==> config.mk <==
export PLATFORM = sky130hd
export DESIGN_NAME = hex_word_tx
export DESIGN_NICKNAME = d
export VERILOG_FILES = /design/src/rtl/hex_word_tx.sv
export SDC_FILE = /design/constraint.sdc
export NUM_CORES = 1
export LEC_CHECK = 0
export ABC_AREA = 0
export CAP_MARGIN = 20
export CORE_AREA = 2 2 66 68
export DETAILED_ROUTE_END_ITERATION = 8
export DIE_AREA = 0 0 68 70
export PLACE_DENSITY = 0.81
export SETUP_SLACK_MARGIN = 0.1
export SYNTH_ARGS = -nofsm -noshare
export SYNTH_HDL_FRONTEND = slang
export SYNTH_SLANG_ARGS = --single-unit
export TNS_END_PERCENT = 100
==> constraint.sdc <==
create_clock -name i_clk -period 2.7 [get_ports i_clk]
set_clock_uncertainty 0.2 [all_clocks]
set_input_delay 0.27 -clock i_clk [delete_from_list [all_inputs] [get_ports i_clk]]
set_output_delay 0.27 -clock i_clk [all_outputs]
set_load 0.02 [all_outputs]
==> src/rtl/hex_word_tx.sv <==
// hex_word_tx: renders a captured binary word as ASCII hex characters (optionally followed by CR LF) on a UART byte-strobe interface
module hex_word_tx #(
    parameter int NIBBLES   = 8,
    parameter bit EOL_EN    = 1'b1,
    parameter bit UPPERCASE = 1'b1
) (
    input  logic                 i_clk,
    input  logic                 i_reset,
    input  logic [4*NIBBLES-1:0] i_word,
    input  logic                 i_valid,
    output logic                 o_ready,
    output logic [7:0]           o_data,
    output logic                 o_stb,
    input  logic                 i_busy,
    output logic                 o_idle
);
    localparam int W    = 4 * NIBBLES;
    localparam int LAST = NIBBLES + (EOL_EN ? 2 : 0);
    localparam int IW   = (LAST > 1) ? $clog2(LAST) : 1;

    typedef enum logic [1:0] {IDLE, SEND, ACK, DRAIN} state_t;

    state_t        state_q, state_d;
    logic [IW-1:0] idx_q, idx_d;
    logic [W-1:0]  word_q, word_d, word_sh;
    logic [3:0]    nib;
    logic [7:0]    hex_c;

    // state, character index and captured word registers
    always_ff @(posedge i_clk) begin
        if (i_reset) begin
            state_q <= IDLE;
            idx_q   <= '0;
            word_q  <= '0;
        end else begin
            state_q <= state_d;
            idx_q   <= idx_d;
            word_q  <= word_d;
        end
    end

    // sequencing: ACK is a guard cycle covering the transmitter's one-cycle busy latency
    always_comb begin
        state_d = state_q;
        idx_d   = idx_q;
        word_d  = word_q;
        case (state_q)
            IDLE: begin
                if (i_valid) begin
                    word_d  = i_word;
                    idx_d   = '0;
                    state_d = SEND;
                end
            end
            SEND:  state_d = i_busy ? SEND : ACK;
            ACK:   state_d = DRAIN;
            DRAIN: begin
                if (!i_busy) begin
                    if (idx_q == IW'(LAST - 1)) begin
                        idx_d   = '0;
                        state_d = IDLE;
                    end else begin
                        idx_d   = idx_q + 1'b1;
                        state_d = SEND;
                    end
                end
            end
            default: state_d = IDLE;
        endcase
    end

    assign o_ready = (state_q == IDLE);
    assign o_idle  = o_ready;
    assign o_stb   = (state_q == SEND) && !i_busy;

    // shifting left by the index brings the current nibble to the top, MSB nibble first
    assign word_sh = word_q << {idx_q, 2'b00};
    assign nib     = word_sh[W-1 -: 4];
    assign hex_c   = (nib < 4'd10) ? 8'h30 + {4'd0, nib}
                                   : (UPPERCASE ? 8'h37 : 8'h57) + {4'd0, nib};
    assign o_data  = (EOL_EN && idx_q == IW'(NIBBLES))     ? 8'h0D :
                     (EOL_EN && idx_q == IW'(NIBBLES + 1)) ? 8'h0A : hex_c;
endmodule

== After elaboration in Yosys (flattened, before gate mapping) ==
Index checks and enable logic that the tools add are counted.
Operators by class
  shift-type cells: 1
  eq/ne operators: 7
  multipliers: 0
  multiplexer cells: 12
  add/subtract/negate cells: 3
  bitwise operators: 0
  $lt $le $gt $ge: 1
  reduce and logical (&&, ||, !) cells: 7
  divide/modulo/power cells: 0
Operator list (number)
  $shl A32 B6 Y32: 1
  $mux W7: 3
  $add A6 B4 Y7 const A: 2
  $mux W4: 3
  $eq A4 B4 Y1 const B: 2
  $pmux W2 S4: 1
  $pmux W4 S2: 1
  $mux W2: 3
  $add A4 B1 Y4 const B: 1
  $eq A2 B2 Y1 const B: 2
  $lt A4 B4 Y1 const B: 1
  $ne A2 B2 Y1 const B: 2
  $reduce_and A2 Y1: 2
  $reduce_and A3 Y1: 1
  $eq A2 B1 Y1 const B: 1
  $logic_not A2 Y1: 1
  $reduce_bool A2 Y1: 1
  $logic_and A1 B1 Y1: 1
  $logic_not A1 Y1: 1
  $mux W1: 1
Word-level totals
  logic and storage cells: 34
  memory bits (read-only): 0
  input bits: 36
  flip-flop bits (word level): 38
  RAM bits: 0
  memories kept: 0
  bits in latches: 0

== Logic depth before layout (Yosys ltp) ==
  word-level depth: 5
  mapped depth: 8

== Least setup slack after synthesis ==
No wires, ideal clock.
  path kind: register to output
  start point: register idx_q[0]
  end point: output port o_data[4]
  path buffers: 2
  path slack: 0.171 ns
  arrival: 2.059 ns
  required time: 2.230 ns
  stages on the path, launching flop included: 9
  cells stage by stage: dfxtp_1 buf_6 buf_2 mux4_2 a22o_1 inv_1 ha_1 o21ai_0 a21oi_1
Between the ends
  longest elaborated chain between the ends: 5
  elaborated cells between the ends (all ways): 9
RTL lines
  start, declared: line 24  | logic [IW-1:0] idx_q, idx_d;
  start signal, assigned: line 37  | idx_q <= idx_d;
  $shl A32 B6 Y32: line 77  | assign word_sh = word_q << {idx_q, 2'b00};
  $add A6 B4 Y7, or another cell as far along: line 80  | : (UPPERCASE ? 8'h37 : 8'h57) + {4'd0, nib};
  $mux W7: line 79  | assign hex_c = (nib < 4'd10) ? 8'h30 + {4'd0, nib}
  $mux W7: line 82  | (EOL_EN && idx_q == IW'(NIBBLES + 1)) ? 8'h0A : hex_c;
  $mux W7 *: line 81  | assign o_data = (EOL_EN && idx_q == IW'(NIBBLES)) ? 8'h0D :
  end, declared: line 12  | output logic [7:0] o_data,
Every way passes the cells marked *; elsewhere a longest branch is shown, timed or not.

== Final worst setup path ==
  start point: register idx_q[0]
  end point: output port o_data[2]
The elaborated chain is that of the path after synthesis.

==> run_summary.xml <==
<?xml version="1.0" encoding="UTF-8"?>
<metrics>
  <group name="pwr">
    <metric name="pwr_density_cell" unit="nW/µm²">535</metric>
    <metric name="reported_leakage_power" unit="µW">0.000964</metric>
    <metric name="finalPower" unit="µW">1370</metric>
    <metric name="ir_drop" unit="mV">0.292</metric>
  </group>
  <group name="setup_path">
    <metric name="worst-path-buf-inv" unit="">1</metric>
    <metric name="critical_path.slowest_cell" unit="">sky130_fd_sc_hd__mux4_2</metric>
    <metric name="critical_path.endpoint_type" unit="">output pin</metric>
    <metric name="critical-path-top-delay-family" unit="">multiplexers</metric>
    <metric name="cp.required" unit="ps">2230</metric>
    <metric name="worst_setup_path_start_kind" unit="">flop</metric>
    <metric name="worst-endpoint-arrival" unit="ps">2190</metric>
    <metric name="cp_cell_sequence" unit="">mux4_2 &gt; mux2_4 &gt; nand2_4 &gt; ha_4 &gt; and4_4 &gt; a211o_1 &gt; buf_6</metric>
    <metric name="timing.critical_path.slowest_cell_delay" unit="ps">520</metric>
    <metric name="setup.worst_path.class" unit="">flop to output pin</metric>
    <metric name="worst-path-max-fanout" unit="">5</metric>
  </group>
  <group name="route">
    <metric name="antenna_violating_nets_post_route" unit="">0</metric>
    <metric name="drt-total-wl" unit="µm">4350</metric>
    <metric name="residual_drc_count" unit="">0</metric>
    <metric name="num_vias" unit="">1718</metric>
    <metric name="iteration_count_of_the_initial_detailed_routing_pass" unit="">4</metric>
    <metric name="number_of_vias_per_cell_after_detailed_routing" unit="">5.30</metric>
    <metric name="detail_route.iter0.violations" unit="">146</metric>
    <metric name="routed_wire_length_per_instance" unit="µm">13.4</metric>
  </group>
  <group name="cts">
    <metric name="clock_path_buffers" unit="">2</metric>
    <metric name="cts_tree" unit="">done</metric>
    <metric name="h-tree-depth" unit="">2</metric>
    <metric name="cts_inserted_buffers" unit="">5</metric>
    <metric name="clk_latency" unit="ps">300</metric>
    <metric name="path_clk_slew" unit="ps">80</metric>
    <metric name="cts.hold.buffers_added" unit="">0</metric>
    <metric name="cts-root-buf" unit="">sky130_fd_sc_hd__clkbuf_8</metric>
    <metric name="cts.sink_count" unit="">38</metric>
  </group>
  <group name="floorplanning">
    <metric name="top_level_ports" unit="">47</metric>
    <metric name="placeable_area" unit="µm²">4140</metric>
    <metric name="fp.dieArea" unit="µm²">4760</metric>
    <metric name="starting_density" unit="%">44.9</metric>
    <metric name="die_width" unit="µm">68</metric>
    <metric name="floorplan.rows" unit="">24</metric>
    <metric name="die_h" unit="µm">70</metric>
  </group>
  <group name="logic_synthesis">
    <metric name="yosysUniqueCellTypes" unit="">35</metric>
    <metric name="netlist_area_pre_place" unit="µm²">1860</metric>
    <metric name="gate_count_of_the_mapped_netlist" unit="">223</metric>
    <metric name="synth_seq_cells" unit="">38</metric>
    <metric name="synth_warnings" unit="">0</metric>
    <metric name="synth_area_per_cell" unit="µm²">8.34</metric>
    <metric name="synth_sequential_area_ratio" unit="%">40.9</metric>
    <metric name="mappedNetlistNets" unit="">260</metric>
  </group>
  <group name="global_route">
    <metric name="global_route.overflow_total" unit="">0</metric>
    <metric name="antenna_found_initial" unit="">0</metric>
    <metric name="via_count_of_the_first_global_routing_pass" unit="">1602</metric>
    <metric name="first_pass_grt_wire_length" unit="µm">7160</metric>
    <metric name="track_usage" unit="%">19.8</metric>
    <metric name="pin_count_of_the_biggest_net_entering_global_routing" unit="">39</metric>
  </group>
  <group name="timing">
    <metric name="hold_slack" unit="ps">254</metric>
    <metric name="final.period_utilization" unit="%">98.6</metric>
    <metric name="achievable-frequency" unit="GHz">0.376</metric>
    <metric name="timing.final.crit_period" unit="ps">2660</metric>
    <metric name="setup_viol" unit="">0</metric>
    <metric name="timing_hold_violations_final" unit="">0</metric>
    <metric name="timing.setup.tns" unit="ps">0</metric>
    <metric name="slew_viol_final" unit="">0</metric>
    <metric name="rsz_0062_raised_after_global_routing" unit="">yes</metric>
  </group>
  <group name="place">
    <metric name="gpl.final_weighted_congestion" unit="">0.806</metric>
    <metric name="io_buffer_count" unit="">45</metric>
    <metric name="place.detailed.hpwl" unit="µm">2990</metric>
    <metric name="placed_instance_count" unit="">314</metric>
  </group>
  <group name="layout">
    <metric name="finalNonFillerCells" unit="">324</metric>
    <metric name="flow.area_growth_from_synthesis" unit="%">38.0</metric>
    <metric name="antenna_cells_inserted" unit="">0</metric>
    <metric name="drive_above_1_share" unit="%">19.9</metric>
    <metric name="final_nets" unit="">309</metric>
  </group>
  <group name="outcome">
    <metric name="run_status" unit="">finished, final reports clean</metric>
  </group>
  <group name="min_path">
    <metric name="worstHoldPathType" unit="">flop to flop</metric>
  </group>
  <group name="job">
    <metric name="drv_cap" unit="">0</metric>
  </group>
</metrics>
cell usage after synthesis:
cell	number	share of area, %
sky130_fd_sc_hd__nand2_1	68	14
sky130_fd_sc_hd__a21oi_1	39	10
sky130_fd_sc_hd__dfxtp_1	38	41
sky130_fd_sc_hd__clkbuf_1	13	2.6
sky130_fd_sc_hd__nor2_1	10	2.0
sky130_fd_sc_hd__mux4_2	7	8.5
sky130_fd_sc_hd__nor2b_1	5	1.7
sky130_fd_sc_hd__o21ai_0	5	1.3
sky130_fd_sc_hd__buf_2	3	0.81
sky130_fd_sc_hd__mux2i_1	3	1.6
sky130_fd_sc_hd__nor3b_1	3	1.2
sky130_fd_sc_hd__a211o_1	2	0.94
sky130_fd_sc_hd__a211oi_1	2	0.81
sky130_fd_sc_hd__buf_4	2	0.81
sky130_fd_sc_hd__buf_6	2	1.2
sky130_fd_sc_hd__inv_1	2	0.40
sky130_fd_sc_hd__a2111oi_2	1	0.81
sky130_fd_sc_hd__a21o_1	1	0.40
sky130_fd_sc_hd__a22o_1	1	0.47
sky130_fd_sc_hd__a311oi_1	1	0.47
sky130_fd_sc_hd__a31o_2	1	0.47
sky130_fd_sc_hd__and2_1	1	0.34
sky130_fd_sc_hd__and4_4	1	0.61
sky130_fd_sc_hd__and4bb_2	1	0.67
sky130_fd_sc_hd__conb_1	1	0.20
sky130_fd_sc_hd__ha_1	1	0.67
sky130_fd_sc_hd__mux2_2	1	0.61
sky130_fd_sc_hd__mux2_4	1	0.81
sky130_fd_sc_hd__mux2i_2	1	0.74
sky130_fd_sc_hd__mux4_1	1	1.4
sky130_fd_sc_hd__nand2b_1	1	0.34
sky130_fd_sc_hd__nand3b_1	1	0.40
sky130_fd_sc_hd__or3b_1	1	0.47
sky130_fd_sc_hd__or4b_2	1	0.54
sky130_fd_sc_hd__xnor2_1	1	0.47
layout by cell type, fill, tap and decap left out, drive strengths merged:
| cell | instances |
|---|---|
| a21oi | 39 |
| a2111oi | 1 |
| nand3b | 1 |
| nand2b | 1 |
| a31o | 1 |
| mux4 | 8 |
| or3b | 1 |
| a211oi | 2 |
| ha | 1 |
| conb | 1 |
| and4bb | 1 |
| mux2 | 2 |
| a311oi | 1 |
| nor3b | 3 |
| nand2 | 68 |
| buf | 24 |
| xnor2 | 1 |
| nor2 | 10 |
| o21ai | 5 |
| clkdlybuf4s50 | 38 |
| clkbuf | 6 |
| bufinv | 1 |
| or4b | 1 |
| dfxtp | 38 |
| and4 | 1 |
| and2 | 1 |
| nor2b | 5 |
| a211o | 2 |
| inv | 2 |
| a21o | 1 |
| a22o | 1 |
| mux2i | 4 |
what timing repair did:
| item | in CTS | in global routing |
|---|---|---|
| resized for setup | 42 | 10 |
| setup endpoints to repair | 7 | 7 |
| setup buffers | 2 | 1 |
| pin swaps | 5 | 4 |
metrics by stage:
| stage | setup WS (ps) | area (µm²) | utilization (%) |
|---|---|---|---|
| 6_report | 36.9 | 2570 | 61.9 |
| 3_3_place_gp | -181 | 2380 | 57.5 |
| 5_1_grt | -26.1 | 2570 | 61.9 |
| 4_1_cts | 39.9 | 2540 | 61.2 |
| 2_1_floorplan | 171 | 1860 | - |
| 3_5_place_dp | -253 | 2380 | 57.5 |
logic make-up after synthesis:
logic type | synth area share [%]
and+or+nand+nor | 22.0
AOI/OAI and AO/OA | 16.2
DFF | 40.9
buffers and inverters | 5.85
muxes | 13.7
adders and majority gates | 0.673
other | 0.202
xor gates and xnor gates | 0.471
worst reg2reg max path, stage by stage, from the launching register on:
cell	delay [ps]
sky130_fd_sc_hd__dfxtp_1	480
sky130_fd_sc_hd__buf_4	230
sky130_fd_sc_hd__nor3b_1	90
sky130_fd_sc_hd__buf_4	150
sky130_fd_sc_hd__or4b_2	620
sky130_fd_sc_hd__a21oi_1	160
layout make-up:
type                            count  area (µm²)
Fill cell                         388        1580
Multi-Input combinational cell    163        1030
Sequential cell                    38         768
Timing Repair Buffer               62         578
Clock buffer                        6        82.6
Tap cell                           52        65.1
Clock inverter                      1        30.0
Inverter                            2        7.51
final timing paths:
check | startpoint | end | slack (ps) | cells after the start
hold reg to reg | word_q[16]$_SDFFE_PP0P_ | word_q[16]$_SDFFE_PP0P_ | 250 | 2
hold / removal | word_q[16]$_SDFFE_PP0P_ | word_q[16]$_SDFFE_PP0P_ | 250 | 2
setup reg to reg | idx_q[2]$_SDFFE_PP0P_ | idx_q[1]$_SDFFE_PP0P_ | 680 | 5
setup / recovery | idx_q[0]$_SDFFE_PP0P_ | o_data[2] | 40 | 7
routing by layer:
layer  global-route usage (%)  routed length (µm)
met5                        0                   0
met4                     9.56                  85
met3                     4.51                 229
met2                     30.2                2080
met1                     26.1                1950
report_power, final:
part / internal [µW] / switching, µW / total [µW]
sequential: 596 / 26.7 / 622
combinational: 135 / 122 / 257
clock: 295 / 197 / 492
state kept, by name, summed over array words and instances, names as in the netlist, named ones only:
name	cells
idx_q	4
state_q	1
word_q	32
Power figures use the tool's default switching activity.
